## src/rtl/lcd_pkg.sv

```systemverilog
// Shared definitions for the LCD line-refresh scheduler: state encoding,
// HD44780-style command bytes and the default post-clear wait.
package lcd_pkg;

   localparam int unsigned NREQ   = 2;
   localparam int unsigned BUF_AW = 4;
   localparam int unsigned BYTE_W = 8;
   localparam int unsigned WAIT_W = 16;

   typedef enum logic [2:0] {
      ST_INIT,
      ST_CLRW,
      ST_IDLE,
      ST_ADDR,
      ST_DATA,
      ST_DONE
   } state_t;

   localparam logic [BYTE_W-1:0] CMD_FUNC_SET = 8'h38;
   localparam logic [BYTE_W-1:0] CMD_DISP_ON  = 8'h0C;
   localparam logic [BYTE_W-1:0] CMD_ENTRY    = 8'h06;
   localparam logic [BYTE_W-1:0] CMD_CLEAR    = 8'h01;
   localparam logic [BYTE_W-1:0] CMD_LINE0    = 8'h80;
   localparam logic [BYTE_W-1:0] CMD_LINE1    = 8'hC0;

   localparam logic [WAIT_W-1:0] CLR_WAIT_DEF = 16'd2000;

   // Init command issued at each step of the power-up sequence.
   function automatic logic [BYTE_W-1:0] init_cmd(input logic [1:0] idx);
      case (idx)
         2'd0:    init_cmd = CMD_FUNC_SET;
         2'd1:    init_cmd = CMD_DISP_ON;
         2'd2:    init_cmd = CMD_ENTRY;
         default: init_cmd = CMD_CLEAR;
      endcase
   endfunction

endpackage

```

## src/rtl/lcd_sched_arb.sv

```systemverilog
// Two-way requester arbiter. Round-robin by default; strict alert priority
// when LCD_SCHED_ALERT_PRIO_EN is defined.
module lcd_sched_arb
   import lcd_pkg::*;
(
   input  logic            clk,
   input  logic            rst,
   input  logic [NREQ-1:0] i_req,
   input  logic            i_take,
   output logic [NREQ-1:0] o_gnt_c
);

`ifdef LCD_SCHED_ALERT_PRIO_EN
   always_comb begin
      o_gnt_c = 2'b00;
      if (i_req[1])      o_gnt_c = 2'b10;
      else if (i_req[0]) o_gnt_c = 2'b01;
   end
`else
   logic r_last;

   // On a tie the requester that was not granted last wins.
   always_comb begin
      o_gnt_c = 2'b00;
      case (i_req)
         2'b01:   o_gnt_c = 2'b01;
         2'b10:   o_gnt_c = 2'b10;
         2'b11:   o_gnt_c = r_last ? 2'b01 : 2'b10;
         default: o_gnt_c = 2'b00;
      endcase
   end

   always_ff @(posedge clk) begin
      if (rst)                      r_last <= 1'b0;
      else if (i_take && |o_gnt_c)  r_last <= o_gnt_c[1];
   end
`endif

endmodule

```

## src/rtl/lcd_sched.sv

```systemverilog
// LCD scheduler: runs the init sequence, then streams 16-character line
// refreshes from two requesters to a byte-wide writer. Config macro:
// LCD_SCHED_ALERT_PRIO_EN (alert requester has strict priority).
module lcd_sched
   import lcd_pkg::*;
#(
   parameter logic [WAIT_W-1:0] CLR_WAIT = CLR_WAIT_DEF
)(
   input  logic              clk,
   input  logic              rst,
   input  logic [NREQ-1:0]   req,
   input  logic [NREQ-1:0]   req_line,
   output logic [BUF_AW-1:0] rd_addr,
   input  logic [BYTE_W-1:0] rd_data0,
   input  logic [BYTE_W-1:0] rd_data1,
   output logic [NREQ-1:0]   gnt,
   output logic [NREQ-1:0]   done,
   output logic              wr_valid,
   input  logic              wr_ready,
   output logic              wr_rs,
   output logic [BYTE_W-1:0] wr_data,
   output logic              init_done
);

   state_t              r_state,     w_state_nxt;
   logic [1:0]          r_init_idx,  w_init_idx_nxt;
   logic [WAIT_W-1:0]   r_cnt,       w_cnt_nxt;
   logic [BUF_AW-1:0]   r_bcnt,      w_bcnt_nxt;
   logic                r_line,      w_line_nxt;
   logic [NREQ-1:0]     r_gnt,       w_gnt_nxt;
   logic [NREQ-1:0]     r_done,      w_done_nxt;
   logic                r_wr_valid,  w_wr_valid_nxt;
   logic                r_wr_rs,     w_wr_rs_nxt;
   logic [BYTE_W-1:0]   r_wr_data,   w_wr_data_nxt;
   logic [BUF_AW-1:0]   r_rd_addr,   w_rd_addr_nxt;
   logic                r_init_done, w_init_done_nxt;

   logic                w_hs;
   logic                w_take;
   logic [NREQ-1:0]     w_arb_gnt;
   logic [BYTE_W-1:0]   w_rd_data;

   assign w_hs      = r_wr_valid && wr_ready;
   assign w_take    = (r_state == ST_IDLE);
   assign w_rd_data = r_gnt[1] ? rd_data1 : rd_data0;

   lcd_sched_arb u_arb (
      .clk     (clk),
      .rst     (rst),
      .i_req   (req),
      .i_take  (w_take),
      .o_gnt_c (w_arb_gnt)
   );

   // rd_addr runs one byte ahead of the byte on the bus so the registered
   // wr_data can be refilled on the same edge as the handshake.
   always_comb begin
      w_state_nxt     = r_state;
      w_init_idx_nxt  = r_init_idx;
      w_cnt_nxt       = r_cnt;
      w_bcnt_nxt      = r_bcnt;
      w_line_nxt      = r_line;
      w_gnt_nxt       = r_gnt;
      w_done_nxt      = '0;
      w_wr_valid_nxt  = r_wr_valid;
      w_wr_rs_nxt     = r_wr_rs;
      w_wr_data_nxt   = r_wr_data;
      w_rd_addr_nxt   = r_rd_addr;
      w_init_done_nxt = r_init_done;

      case (r_state)
         ST_INIT: begin
            w_wr_rs_nxt = 1'b0;
            if (w_hs) begin
               if (r_init_idx == 2'd3) begin
                  w_wr_valid_nxt = 1'b0;
                  w_cnt_nxt      = '0;
                  w_init_idx_nxt = 2'd0;
                  if (CLR_WAIT == '0) begin
                     w_state_nxt     = ST_IDLE;
                     w_init_done_nxt = 1'b1;
                  end else begin
                     w_state_nxt = ST_CLRW;
                  end
               end else begin
                  w_init_idx_nxt = r_init_idx + 2'd1;
                  w_wr_data_nxt  = init_cmd(r_init_idx + 2'd1);
                  w_wr_valid_nxt = 1'b1;
               end
            end else begin
               w_wr_data_nxt  = init_cmd(r_init_idx);
               w_wr_valid_nxt = 1'b1;
            end
         end

         ST_CLRW: begin
            if (r_cnt == CLR_WAIT - WAIT_W'(1)) begin
               w_cnt_nxt       = '0;
               w_state_nxt     = ST_IDLE;
               w_init_done_nxt = 1'b1;
            end else begin
               w_cnt_nxt = r_cnt + WAIT_W'(1);
            end
         end

         ST_IDLE: begin
            if (|w_arb_gnt) begin
               w_gnt_nxt      = w_arb_gnt;
               w_line_nxt     = |(req_line & w_arb_gnt);
               w_state_nxt    = ST_ADDR;
               w_wr_valid_nxt = 1'b1;
               w_wr_rs_nxt    = 1'b0;
               w_wr_data_nxt  = (|(req_line & w_arb_gnt)) ? CMD_LINE1 : CMD_LINE0;
               w_rd_addr_nxt  = '0;
               w_bcnt_nxt     = '0;
            end
         end

         ST_ADDR: begin
            if (w_hs) begin
               w_state_nxt    = ST_DATA;
               w_wr_valid_nxt = 1'b1;
               w_wr_rs_nxt    = 1'b1;
               w_wr_data_nxt  = w_rd_data;
               w_rd_addr_nxt  = r_rd_addr + BUF_AW'(1);
            end
         end

         ST_DATA: begin
            if (w_hs) begin
               if (r_bcnt == BUF_AW'(15)) begin
                  w_state_nxt    = ST_DONE;
                  w_wr_valid_nxt = 1'b0;
                  w_done_nxt     = r_gnt;
                  w_rd_addr_nxt  = '0;
                  w_bcnt_nxt     = '0;
               end else begin
                  w_bcnt_nxt    = r_bcnt + BUF_AW'(1);
                  w_wr_data_nxt = w_rd_data;
                  w_rd_addr_nxt = r_rd_addr + BUF_AW'(1);
               end
            end
         end

         ST_DONE: begin
            w_gnt_nxt   = '0;
            w_state_nxt = ST_IDLE;
         end

         default: w_state_nxt = ST_INIT;
      endcase
   end

   always_ff @(posedge clk) begin
      if (rst) begin
         r_state     <= ST_INIT;
         r_init_idx  <= '0;
         r_cnt       <= '0;
         r_bcnt      <= '0;
         r_line      <= 1'b0;
         r_gnt       <= '0;
         r_done      <= '0;
         r_wr_valid  <= 1'b0;
         r_wr_rs     <= 1'b0;
         r_wr_data   <= '0;
         r_rd_addr   <= '0;
         r_init_done <= 1'b0;
      end else begin
         r_state     <= w_state_nxt;
         r_init_idx  <= w_init_idx_nxt;
         r_cnt       <= w_cnt_nxt;
         r_bcnt      <= w_bcnt_nxt;
         r_line      <= w_line_nxt;
         r_gnt       <= w_gnt_nxt;
         r_done      <= w_done_nxt;
         r_wr_valid  <= w_wr_valid_nxt;
         r_wr_rs     <= w_wr_rs_nxt;
         r_wr_data   <= w_wr_data_nxt;
         r_rd_addr   <= w_rd_addr_nxt;
         r_init_done <= w_init_done_nxt;
      end
   end

   assign rd_addr   = r_rd_addr;
   assign gnt       = r_gnt;
   assign done      = r_done;
   assign wr_valid  = r_wr_valid;
   assign wr_rs     = r_wr_rs;
   assign wr_data   = r_wr_data;
   assign init_done = r_init_done;

endmodule

```

## config.mk

```make
export PLATFORM = sky130hd
export DESIGN_NAME = lcd_sched
export DESIGN_NICKNAME = d
export VERILOG_FILES = /design/src/rtl/lcd_pkg.sv /design/src/rtl/lcd_sched_arb.sv /design/src/rtl/lcd_sched.sv
export SDC_FILE = /design/constraint.sdc
export NUM_CORES = 1
export LEC_CHECK = 0
export ABC_AREA = 0
export BUFFER_PORTS_ARGS = -buffer_cell sky130_fd_sc_hd__buf_2
export CAP_MARGIN = 40
export CORE_MARGIN = 10
export CORE_UTILIZATION = 55
export DETAILED_ROUTE_END_ITERATION = 10
export PLACE_DENSITY = 0.78
export SKIP_CTS_REPAIR_TIMING = 1
export SKIP_LAST_GASP = 1
export SYNTH_ARGS = -nofsm -noshare
export SYNTH_HDL_FRONTEND = slang
export SYNTH_HIERARCHICAL = 1
export SYNTH_SLANG_ARGS = --single-unit
```

## constraint.sdc

```tcl
create_clock -name clk -period 2.6 [get_ports clk]
set_input_delay 0.52 -clock clk [delete_from_list [all_inputs] [get_ports clk]]
set_output_delay 0.52 -clock clk [all_outputs]
set_load 0.005 [all_outputs]
```

==> results.md <==
- The flow ran to the end, and the final reports show no timing, DRC or antenna violations.
- The maximum VDD drop is 0.304 mV.
- Net switching is 23.2% of the power.
- The portion of the post-synthesis area used by sequential elements is 35.4%.
- The worst hold path belongs to the class reg2reg.
- The clock reaches the later pin of the worst-skew pair after 290 ps.
- The remaining global-route overflow is 0.
- After Yosys synthesis, full adders, half adders and majority gates account for 4.42% of the synthesized area.
- The most common flop cell mapped by yosys is dfxtp_1.
- The shortest clock period the worst path allows after layout is 2270 ps.
- The depth of the worst register-to-register path is 5.
- The worst slew margin relative to its limit is 39.2%.
- The fraction of the mapped netlist area in compound gates is 21.2%.
- The element type at the critical path start is a register.
- The power per standard cell area is 430 nW/um^2.
- The number of distinct library cells after synthesis is 55.
- The number of violations reported at the end of detailed-routing iteration 0 is 197.
- The top fanout value on the critical path is 17.
- The period utilization is 87.4%.
- The final-report max-slew violation count is 0.
- The via count of the first global-routing pass came to 2261.
- The share of synthesized registers carrying an async set or reset is 0%.
- The synthesized netlist cell count is 313.
- The worst hold path begins at r_cnt[15].
- Dividing the synthesized area by the synthesized cell count gives 8.14 sq um.
- Port buffering added 41 buffers.
- The net total in the final layout is 386.
- The synthesis-to-finish area growth is 13.8%.
- The critical register-to-register path startpoint is r_state[1].
- For this design the total switching power over the nets is 0.289 mW.
- Setup violations remaining at the end of the flow were counted as 0.
- The detail route stage leaves a number of antenna-violating nets equal to 0.
- The number of nets handed over by synthesis was 345.
- The library cells used most frequently in the layout, excluding fill and tap cells, are dfxtp_1 (45), nor2_1 (44), buf_2 (41).
- The part of the power in combinational logic is 8.6%.
- The mapped netlist covers 2550 sq um.
- Along the worst hold path, the cell count comes to 1.
- The final count of hold timing violations is 0.
- The most frequent standard cell in the layout excluding fill and tap cells is dfxtp_1.
- The overall routing resource usage is 15.7%.
- The area inside the core boundary is 4410 sq um.
- The count of unresolved DRC violations after routing is 0.
- The end point of the worst hold path is r_cnt[15].
- The routed via count divided by cell count is 6.05.
- The leakage power total is 1.14 nW.
- The repair_antennas step left the layout with diodes totalling 0.
- The register bit count reported by yosys is 45.
- The die covers 7750 sq um.
- The final worst clock skew is 2.88 ps.
- The pin count of the biggest net entering global routing is 18.
- The tree built by TritonCTS fans out to 45 sinks.
- After clock tree synthesis, the clock-pin slew on the worst setup and hold paths is 80 ps.
- The initial antenna violation count was 0.
- The routability congestion estimate is 0.859.
- For this run, the top clock speed supported by timing is 0.440 GHz.
- The number of buffers inserted during clock tree synthesis is 5.
- The floorplan has 24 rows.
- The H-tree was split into 2 levels.
- The count of yosys warnings during synthesis is 6.
- Pin placement for this block handled 42 I/O pins.
- The total power consumption of the routed design is 1.25 mW.
- In the final routed layout, each cell accounts on average for 15.1 microns.
- By area the synthesized netlist is led by dfxtp_1 (35%), mux2i_1 (6.7%), nor2_1 (6.5%).
- The fraction of synthesized cell area taken by the top area cell type is 35.4%.
- The clock network accounts for 34.7% of the total power.
- The post-route netlist has 18.1% of its cells at a drive strength greater than 1.
- The overall die width is 88.1 microns.
- The final layout contains routed wiring with a total length of 6130 microns.
- Registers are responsible for 56.7% of the overall power.
- The category of the most critical setup path is reg2reg.
- After routing, the total negative slack on setup checks comes to 0 ps.
- Cell internal power was estimated by the tool at 0.959 mW.
- For the pin with the worst max-slew slack, the measured transition is 910 ps.
- After Yosys synthesis, XOR and XNOR cells account for 2.41% of the synthesized area.
- STA puts the critical path data required time at 2770 ps.
- The first detailed-routing pass took 4 iterations.
- Counting flops with a built-in enable in the synthesized netlist gives 0.
- Setup repair after global routing left no endpoint under its margin.
- CTS placed an instance of clkbuf_8 at the clock tree root.
- TritonCTS built the clock tree.
- At the worst endpoint, the arrival time is 2440 ps.
- The tool flagged a number of max-cap violations equal to 0.
- The share of cell area taken by muxes after synthesis is 7.56%.
- The first-pass GRT wire length is 10200 microns.
- The routed layout has 2457 vias.
- The initial core utilization is 57.7%.
- The setup check on the worst reg-to-reg path leaves a slack of 330 ps.
- The placed wire-length estimate after detailed placement is 4660 microns.
- The worst register-to-register path ends at wr_data[2].
- After synthesis, the largest family of logic cells by area is simple AND/OR/NAND/NOR gates.
- Measured along the y axis, the die boundary spans 88.1 microns.
- The largest total area in the synthesized netlist belongs to dfxtp_1.
- The maximum buffer depth of the clock tree is 2.
- The type of destination of the critical path is a register.
- The fraction of the mapped netlist area in simple logic gates is 25.3%.
## kinds of logic (layout without fill, tap and decap cells)
| logic type | count (synthesis) | in the layout |
|---|---|---|
| AND/OR/NAND/NOR | 128 | 128 |
| AO/OA/AOI/OAI | 82 | 82 |
| flip-flops | 45 | 45 |
| buffers and inverters | 23 | 64 |
| multiplexers | 19 | 19 |
| adder cells (fa/ha/maj) | 9 | 9 |
| XOR/XNOR | 7 | 7 |
## state kept, by name, indices dropped and copies added, names as in the netlist
| name | flops |
|---|---|
| done | 2 |
| r_state | 3 |
| r_bcnt | 4 |
| gnt | 2 |
| rd_addr | 4 |
| u_arb/r_last | 1 |
| r_init_idx | 2 |
| init_done | 1 |
| wr_rs | 1 |
| r_cnt | 16 |
| wr_valid | 1 |
| wr_data | 8 |
## power groups by stage
| stage | logic [mW] | clock network, mW | registers, mW |
|---|---|---|---|
| final | 0.107 | 0.433 | 0.708 |
| after global routing | 0.121 | 0.471 | 0.710 |
| after CTS | 0.107 | 0.445 | 0.708 |
| after detailed placement | 0.107 | 0 | 0.724 |
| after global placement | 0.105 | 0 | 0.724 |
| after floorplan | 0.0615 | 0 | 0.724 |
## worst max path at each step
stage,startpoint,end,slack [ps],cells after the start
2_1_floorplan,req[0],wr_data[1],600,6
3_3_place_gp,r_state[2],rd_addr[2],410,5
3_5_place_dp,req[0],wr_data[7],380,7
4_1_cts,r_state[1],wr_data[3],380,5
5_1_grt,r_state[1],wr_data[3],110,5
6_report,r_state[1],wr_data[2],330,5
## cells in the mapped netlist, drive strengths merged, types with 2 or more instances
| library cell | n |
|---|---|
| or3 | 2 |
| nand3 | 14 |
| a22oi | 3 |
| or4 | 3 |
| a31oi | 4 |
| o21ai | 19 |
| o21a | 2 |
| a21boi | 2 |
| nand3b | 2 |
| o22ai | 3 |
| buf | 7 |
| nor2 | 44 |
| xor2 | 5 |
| o41ai | 2 |
| xnor2 | 2 |
| a2111oi | 2 |
| mux2i | 17 |
| nor3 | 9 |
| ha | 9 |
| a211oi | 9 |
| nand4b | 2 |
| o221ai | 2 |
| and2 | 4 |
| o211ai | 4 |
| nand4 | 2 |
| clkbuf | 8 |
| dfxtp | 45 |
| nor3b | 2 |
| nand2 | 27 |
| nor4 | 7 |
| a21oi | 22 |
| inv | 8 |
| and3 | 3 |
| o211a | 3 |
| mux2 | 2 |
## metal layers
metal	vias to the layer above	track usage, %	part of all wire [%]
met5	-	0	0
met4	0	3.42	0.67
met3	5	4.64	7.4
met2	84	23.9	43
met1	1142	21.4	49
li1	1226	-	-
## per-stage QoR
step                hold slack (ps)  setup WS, ps  area (sq um)  std cells  util [%]
global route                    499           112          2900        406      65.7
CTS                             468           383          2900        406      65.7
floorplan                       431           605          2550        313         -
global placement                450           414          2810        399      63.7
detailed placement              456           378          2810        399      63.7
finish                          460           327          2900        406      65.7
## final cells by class
class | count | area [sq um]
Clock buffer | 7 | 86.3
Fill cell | 393 | 1520
Inverter | 8 | 30.0
Multi-Input combinational cell | 245 | 1550
Sequential cell | 45 | 901
Tap cell | 52 | 65.1
Timing Repair Buffer | 49 | 265
## critical path, stage by stage, from the launching register on
cell and delay (ps):
dfxtp_1 620, and4b_1 310, a211oi_1 70, a211oi_2 780
nor3b_1 280, nor3_1 70
(Power assumes the default switching activity.)
